[src/rtl/sr_ff_bank.sv]
`default_nettype none
// ============================================================================
//  Module      : sr_ff_bank
//  Description : Bank of N edge-triggered SR storage elements with a shared
//                update enable. The S=R=1 case is resolved by the MODE
//                parameter. Every S=R=1 event is flagged for one cycle on its
//                channel and counted in a saturating error counter.
//
//  Parameters  : N       - number of channels (1..32)
//                MODE    - S=R=1 resolution: 0 set-dominant, 1 reset-dominant,
//                          2 hold, 3 toggle; any other value behaves as 2
//                RST_VAL - value loaded into q on reset
//                CNT_W   - width of err_cnt (>= clog2(N+1))
//
//  Ports       : clk        in   1      rising-edge clock
//                rst        in   1      synchronous active-high reset
//                en         in   1      update enable (0 = all channels hold)
//                s          in   N      per-channel set request
//                r          in   N      per-channel reset request
//                clr_err    in   1      clears err_sticky and err_cnt
//                q          out  N      stored state (registered)
//                qbar       out  N      exact complement of q
//                invalid    out  N      one-cycle pulse per S=R=1 event
//                err_sticky out  1      any invalid event since last clear
//                err_cnt    out  CNT_W  saturating count of invalid events
//
//  Revision    : 1.0  initial release
// ============================================================================
module sr_ff_bank #(
    parameter int           N       = 8,
    parameter int           MODE    = 0,
    parameter logic [N-1:0] RST_VAL = '0,
    parameter int           CNT_W   = 8
) (
    input  logic             clk,
    input  logic             rst,
    input  logic             en,
    input  logic [N-1:0]     s,
    input  logic [N-1:0]     r,
    input  logic             clr_err,
    output logic [N-1:0]     q,
    output logic [N-1:0]     qbar,
    output logic [N-1:0]     invalid,
    output logic             err_sticky,
    output logic [CNT_W-1:0] err_cnt
);

    // Width needed to hold a popcount of up to N events.
    localparam int c_KW = $clog2(N + 1);

    // Out-of-range MODE values collapse onto the hold behaviour.
    localparam int c_MODE_EFF = ((MODE >= 0) && (MODE <= 3)) ? MODE : 2;

    localparam logic [CNT_W-1:0] c_CNT_MAX = '1;

    logic [N-1:0]     state_q,   state_d;
    logic [N-1:0]     invalid_q, invalid_d;
    logic             sticky_q,  sticky_d;
    logic [CNT_W-1:0] cnt_q,     cnt_d;

    logic [N-1:0]     w_ev;
    logic [c_KW-1:0]  w_k;
    logic [CNT_W-1:0] w_cnt_base;
    logic [CNT_W:0]   w_cnt_sum;

    // ------------------------------------------------------------------
    // Per-channel next state
    // ------------------------------------------------------------------
    always_comb begin
        state_d = state_q;
        if (en) begin
            for (int i = 0; i < N; i++) begin
                unique case ({s[i], r[i]})
                    2'b10:   state_d[i] = 1'b1;
                    2'b01:   state_d[i] = 1'b0;
                    2'b11: begin
                        case (c_MODE_EFF)
                            0:       state_d[i] = 1'b1;
                            1:       state_d[i] = 1'b0;
                            3:       state_d[i] = ~state_q[i];
                            default: state_d[i] = state_q[i];
                        endcase
                    end
                    default: state_d[i] = state_q[i];
                endcase
            end
        end
    end

    // ------------------------------------------------------------------
    // Event detection and error accounting
    // ------------------------------------------------------------------
    always_comb begin
        w_ev = {N{en}} & s & r;
        invalid_d = w_ev;

        w_k = '0;
        for (int i = 0; i < N; i++) begin
            w_k = w_k + c_KW'(w_ev[i]);
        end

        // A clear restarts the count from zero, but events on the same edge
        // are still accumulated so none are lost.
        w_cnt_base = clr_err ? '0 : cnt_q;

        // One extra bit of headroom makes the overflow check exact.
        w_cnt_sum = {1'b0, w_cnt_base} + {{(CNT_W + 1 - c_KW){1'b0}}, w_k};
        cnt_d     = w_cnt_sum[CNT_W] ? c_CNT_MAX : w_cnt_sum[CNT_W-1:0];

        sticky_d  = (clr_err ? 1'b0 : sticky_q) | (w_k != '0);
    end

    // ------------------------------------------------------------------
    // Registers
    // ------------------------------------------------------------------
    always_ff @(posedge clk) begin
        if (rst) begin
            state_q   <= RST_VAL;
            invalid_q <= '0;
            sticky_q  <= 1'b0;
            cnt_q     <= '0;
        end else begin
            state_q   <= state_d;
            invalid_q <= invalid_d;
            sticky_q  <= sticky_d;
            cnt_q     <= cnt_d;
        end
    end

    assign q          = state_q;
    assign qbar       = ~state_q;
    assign invalid    = invalid_q;
    assign err_sticky = sticky_q;
    assign err_cnt    = cnt_q;

endmodule
`default_nettype wire
[config.mk]
export PLATFORM = sky130hd
export DESIGN_NAME = sr_ff_bank
export DESIGN_NICKNAME = d
export VERILOG_FILES = /design/src/rtl/sr_ff_bank.sv
export SDC_FILE = /design/constraint.sdc
export NUM_CORES = 1
export LEC_CHECK = 0
export ABC_AREA = 1
export ABC_CLOCK_PERIOD_IN_PS = 5700
export CORE_MARGIN = 4
export CORE_UTILIZATION = 38
export CTS_BUF_LIST = sky130_fd_sc_hd__clkbuf_16
export CTS_CLUSTER_DIAMETER = 150
export DETAILED_ROUTE_END_ITERATION = 12
export GPL_TIMING_DRIVEN = 0
export PLACE_DENSITY = 0.75
export SKIP_LAST_GASP = 1
export SYNTH_ARGS = -nofsm -noshare
export SYNTH_HDL_FRONTEND = slang
export SYNTH_SLANG_ARGS = --single-unit
[constraint.sdc]
create_clock -name clk -period 5.7 [get_ports clk]
set_clock_uncertainty 0.1 [all_clocks]
set_input_delay 1.71 -clock clk [delete_from_list [all_inputs] [get_ports clk]]
set_output_delay 1.71 -clock clk [all_outputs]
set_load 0.005 [all_outputs]
# Word-level counts from Yosys, hierarchy flattened

Index checks and enable logic that the tools add are counted.

Bits of input ports: 20
Logic and storage cells: 83
Flip-flop bits (word level): 25
Output and inout port bits: 33

Equal/unequal tests: 24
Multiplexer cells: 11
Bitwise operators: 4
Reduce and logical (&&, ||, !) cells: 25
$add $sub $neg: 8

Operators with widths:

| cell                 | number |
|---|---|
| $eq A2 B2 Y1 const B | 16 |
| $add A4 B1 Y4        | 4 |
| $and A8 B8 Y8        | 2 |
| $eq A2 B1 Y1 const B | 8 |
| $mux W8              | 2 |
| $pmux W1 S2          | 8 |
| $reduce_and A2 Y1    | 8 |
| $reduce_bool A2 Y1   | 8 |
| $reduce_or A2 Y1     | 8 |
| $add A8 B4 Y9        | 1 |
| $not A8 Y8           | 1 |
| $add A3 B1 Y4        | 1 |
| $reduce_bool A4 Y1   | 1 |
| $add A2 B1 Y3        | 1 |
| $add A1 B1 Y2        | 1 |
| $mux W1              | 1 |
| $or A1 B1 Y1         | 1 |

# Longest topological paths before layout

Depth after elaboration: 11
Mapped depth: 23
Mapped depth without buffers: 21

# Worst setup path after synthesis

No wires, ideal clock.

Kind: input -> register
From: in en
To: reg cnt_q[5] (netlist: err_cnt[5])
Arrival: 5.363 ns
Path buffers: 2
Path slack: 0.128 ns
Stages: 18
Path through: buf_2 > buf_2 > nand2_1 > nor2_1 > fa_1 > inv_1 > fa_1 > fa_1 > inv_1 > ha_1 > fa_1 > fa_1 > nand3_1 > nand3_1 > nand4_4 > nand3_1 > nand2_1 > inv_1

Cells in the longest elaborated chain, start to end: 11

RTL lines:

| what                       | RTL line | source |
|---|---|---|
| start: declaration         | 37       | `input logic en,` |
| $and A8 B8 Y8 (2 in a row) | 94       | `w_ev = {N{en}} & s & r;` |
| via invalid_d[0]           | 57       | `logic [N-1:0] invalid_q, invalid_d;` |
| $add A1 B1 Y2              | 99       | `w_k = w_k + c_KW'(w_ev[i]);` |
| $add A2 B1 Y3              | 99       |  |
| $add A3 B1 Y4              | 99       |  |
| $add A4 B1 Y4 (4 in a row) | 99       |  |
| $add A8 B4 Y9              | 107      | `w_cnt_sum = {1'b0, w_cnt_base} + {{(CNT_W + 1 - c_KW){1'b0}}, w_k};` |
| $mux W8                    | 108      | `cnt_d = w_cnt_sum[CNT_W] ? c_CNT_MAX : w_cnt_sum[CNT_W-1:0];` |
| end signal: assignment     | 126      | `cnt_q <= cnt_d;` |
| end: declaration           | 59       | `logic [CNT_W-1:0] cnt_q, cnt_d;` |

The timed path passes the listed nets, and every way through them passes these cells.
A chain may end at the register's enable or synchronous reset.

# Worst setup path in the final report

From: in s[0]
To: reg cnt_q[7] (netlist: err_cnt[7])

Cells in the longest elaborated chain, start to end: 11

RTL lines:

| what                       | RTL line | source |
|---|---|---|
| start: declaration         | 38       | `input logic [N-1:0] s,` |
| $and A8 B8 Y8 (2 in a row) | 94       |  |
| via invalid_d[0]           | 57       |  |
| $add A1 B1 Y2              | 99       |  |
| $add A2 B1 Y3              | 99       |  |
| $add A3 B1 Y4              | 99       |  |
| $add A4 B1 Y4 (4 in a row) | 99       |  |
| $add A8 B4 Y9              | 107      |  |
| $mux W8                    | 108      |  |

The timed path passes the listed nets, and every way through them passes these cells.

==> impl_metrics.toml <==
[floorplan]
die_w_um = 66.86
core_area_mm2 = 0.003337
rows = 21
dieHeight_um = 66.86
die-area_mm2 = 0.004470
ioPinCount = 53
start_util_pct = 39.45

[synth]
ys_ff_latch = 25
ys.flop_type = "dfxtp_1"
synth_edf_count = 0
synthMuxAreaShare_pct = 0
yosysWarnings = 0
synth_area_mm2 = 0.001316
synthAdderAreaFrac_pct = 14.26
synth-simple-area-share_pct = 25.10
synth_cells = 173
synth_compound_area_share_pct = 7.890
syn_area_per_cell_um2 = 7.608
synth_top_family_by_area = "simple AND/OR/NAND/NOR gates"
async_reset_ff_share_pct = 0
ys_types = 20
syn_nets = 205
synth_xor_area_share_pct = 2.662
yosysSeqAreaShare_pct = 38.02

[cells_and_area]
fill_cells = 312
areaGrowthSynthToFinish_pct = 52.66
nets = 261
drive_gt1_share_pct = 8.772
diodes = 0
final_cells = 274

[placement]
post-dp-hpwl_um = 2470
port_buffers = 51
place_inst = 270
place.gp.congestion = 0.8507

[grt]
grt_pass1_vias = 1248
grt_antenna_before_repair = 0
grt_max_degree = 15
overflow = 0
globalRouteTotalUtil_pct = 15.69
grt_pass1_wl_um = 5388

[critical_path]
cp_max_fo = 7
max_stage_delay_ns = 0.53
worst-path-buf-inv = 4
critPathKind = "input pin to flip-flop"
crit_top_cell = "fa_1"
critPathSlowestCell = "fa_1"
worstPathRequired_ns = 5.76
end_kind = "flip-flop"
critPathTopFamily = "adder cells"
cp.arrival_ns = 5.59
critPathLaunchType = "input pin"
crit_chain = "clkdlybuf4s50_1 -> nand2_1 -> nor2_2 -> fa_1 -> inv_1 -> fa_1 -> fa_1 -> inv_1 -> ha_1 -> fa_2 -> fa_1 -> nand3_1 -> nand3_2 -> nand4_4 -> nand3_1 -> nand2_1 -> inv_1"

[timing]
fin_crit_sh_pct = 96.99
whs_ns = 0.3757
hold_viol = 0
fmax_mhz = 180.9
worst_slew_pin_slew_ns = 0.4957
rsz0062_at_grt = "false"
slew_violations = 0
fin_crit_ns = 5.528
slew_headroom_pct = 66.96
setup_violations = 0

[detailed_routing]
wl_um = 3092
ant_nets = 0
route.detailed.drc = 0
drt_iter0_drc = 74
routedWlPerCell_um = 11.28
drt_pass1_iterations = 4
vias = 1249
vias_per_cell = 4.558

[power]
peakVddDrop_mv = 0.1154
powerDensity_mw_per_mm2 = 220.2
power.total_uw = 442.4
p_switching_uw = 108.5
power_frac_seq_pct = 43.3
internal-power_uw = 333.9
switching_share_pct = 24.53
power_frac_clock_pct = 35.4
comb_power_share_pct = 21.3
power_leakage_nw = 0.9474

[clock_network]
htree_levels = 1
clk_pin_slew_ns = 0.07
cts_hold_repair.buffers = 0
cts_tree = "built"
cts_resized = 0
cts_buffers = 3
clock_tree.root_cell = "clkbuf_16"
clock_latency_ns = 0.26
clockBufferDepth = 2
clock-sinks = 25
cts_setup_buffers = 0

[worst_hold_path]
worstHoldPathType = "flip-flop to flip-flop"

[run_status]
status = "complete, no violations"

[job]
drv_cap = 0
==> worst paths after layout <==
check | startpoint | to | slack (ns) | depth (start not counted)
worst min-delay path | q[7] | q[7] | 0.38 | 2
worst min register to register | q[7] | q[7] | 0.38 | 2
worst max-delay path | s[0] | err_cnt[7] | 0.17 | 17
worst max register to register | err_cnt[0] | err_cnt[7] | 3.90 | 10
==> metrics by stage <==
stage               util (%)  setup TNS, ns  instance area [um^2]  setup slack, ns
floorplan                  -              0                  1316           0.1285
global placement       56.47         -1.151                  1884          -0.2084
detailed placement     56.47         -1.558                  1884          -0.2584
CTS                    58.87              0                  1964          0.01475
global route           60.22              0                  2009         0.002774
finish                 60.22              0                  2009           0.1717
==> synthesized netlist by cell type, drive strengths merged (2+ instances only) <==
library cell / n / share of area [%]
inv: 37 / 11
nand2: 35 / 11
dfxtp: 25 / 38
nor2: 16 / 5.1
nand3: 14 / 5.3
a21oi: 13 / 4.9
ha: 7 / 6.7
fa: 5 / 7.6
nor3: 5 / 1.9
o21ai: 5 / 1.9
xnor2: 3 / 2.0
buf: 2 / 0.76
clkbuf: 2 / 0.57
==> cell families after synthesis <==
group / count (synthesis)
DFF: 25
AOI/OAI and AO/OA: 20
buffers and inverters: 41
xor gates and xnor gates: 4
adders and majority gates: 12
and+or+nand+nor: 71
==> state kept, by name, indices dropped and copies added (netlist names) <==
signal and count:
err_cnt 8, invalid 8, q 8, err_sticky 1
==> layout make-up <==
| cell class | instances | area (um^2) | area share, % |
|---|---|---|---|
| Inverter | 37 | 141.4 | 7.036 |
| Clock inverter | 1 | 5.005 | 0.2491 |
| Tap cell | 46 | 57.56 | 2.864 |
| Buffer | 4 | 20.02 | 0.9963 |
| Sequential cell | 25 | 500.5 | 24.91 |
| Clock buffer | 3 | 75.07 | 3.736 |
| Multi-Input combinational cell | 107 | 699.4 | 34.81 |
| Timing Repair Buffer | 51 | 510.5 | 25.40 |
==> power groups by stage <==
stage	registers [mW]	clock network, mW	logic, mW
after floorplan	0.196	0	0.0412
after global placement	0.195	0	0.0911
after detailed placement	0.196	0	0.0927
after CTS	0.192	0.159	0.0934
after global routing	0.193	0.165	0.106
final	0.191	0.157	0.0942
==> placed cells by master (no fill, tap or decap), drive strengths merged <==
| master | n |
|---|---|
| nand2 | 35 |
| nor2 | 16 |
| a211oi | 1 |
| ha | 7 |
| o21ai | 5 |
| nand4 | 1 |
| nor3 | 5 |
| clkinv | 1 |
| fa | 5 |
| a21oi | 13 |
| clkbuf | 5 |
| a31oi | 1 |
| clkdlybuf4s50 | 51 |
| buf | 2 |
| dfxtp | 25 |
| xnor2 | 3 |
| xor2 | 1 |
| nand3 | 14 |
| inv | 37 |
==> routing by layer <==
metal  part of all wire, %  global-route usage (%)
met1                    41                   18.39
met2                    51                   27.60
met3                   6.8                   4.384
met4                   1.2                   4.557
met5                     0                       0
==> worst min-delay path, delay by kind of cell (launching register included) <==
kind	cells	cell delay, ns
AO/OA/AOI/OAI	1	0.05
flip-flops	1	0.32
AND/OR/NAND/NOR	1	0.06
Note: power is estimated with default switching activity, not from simulation.
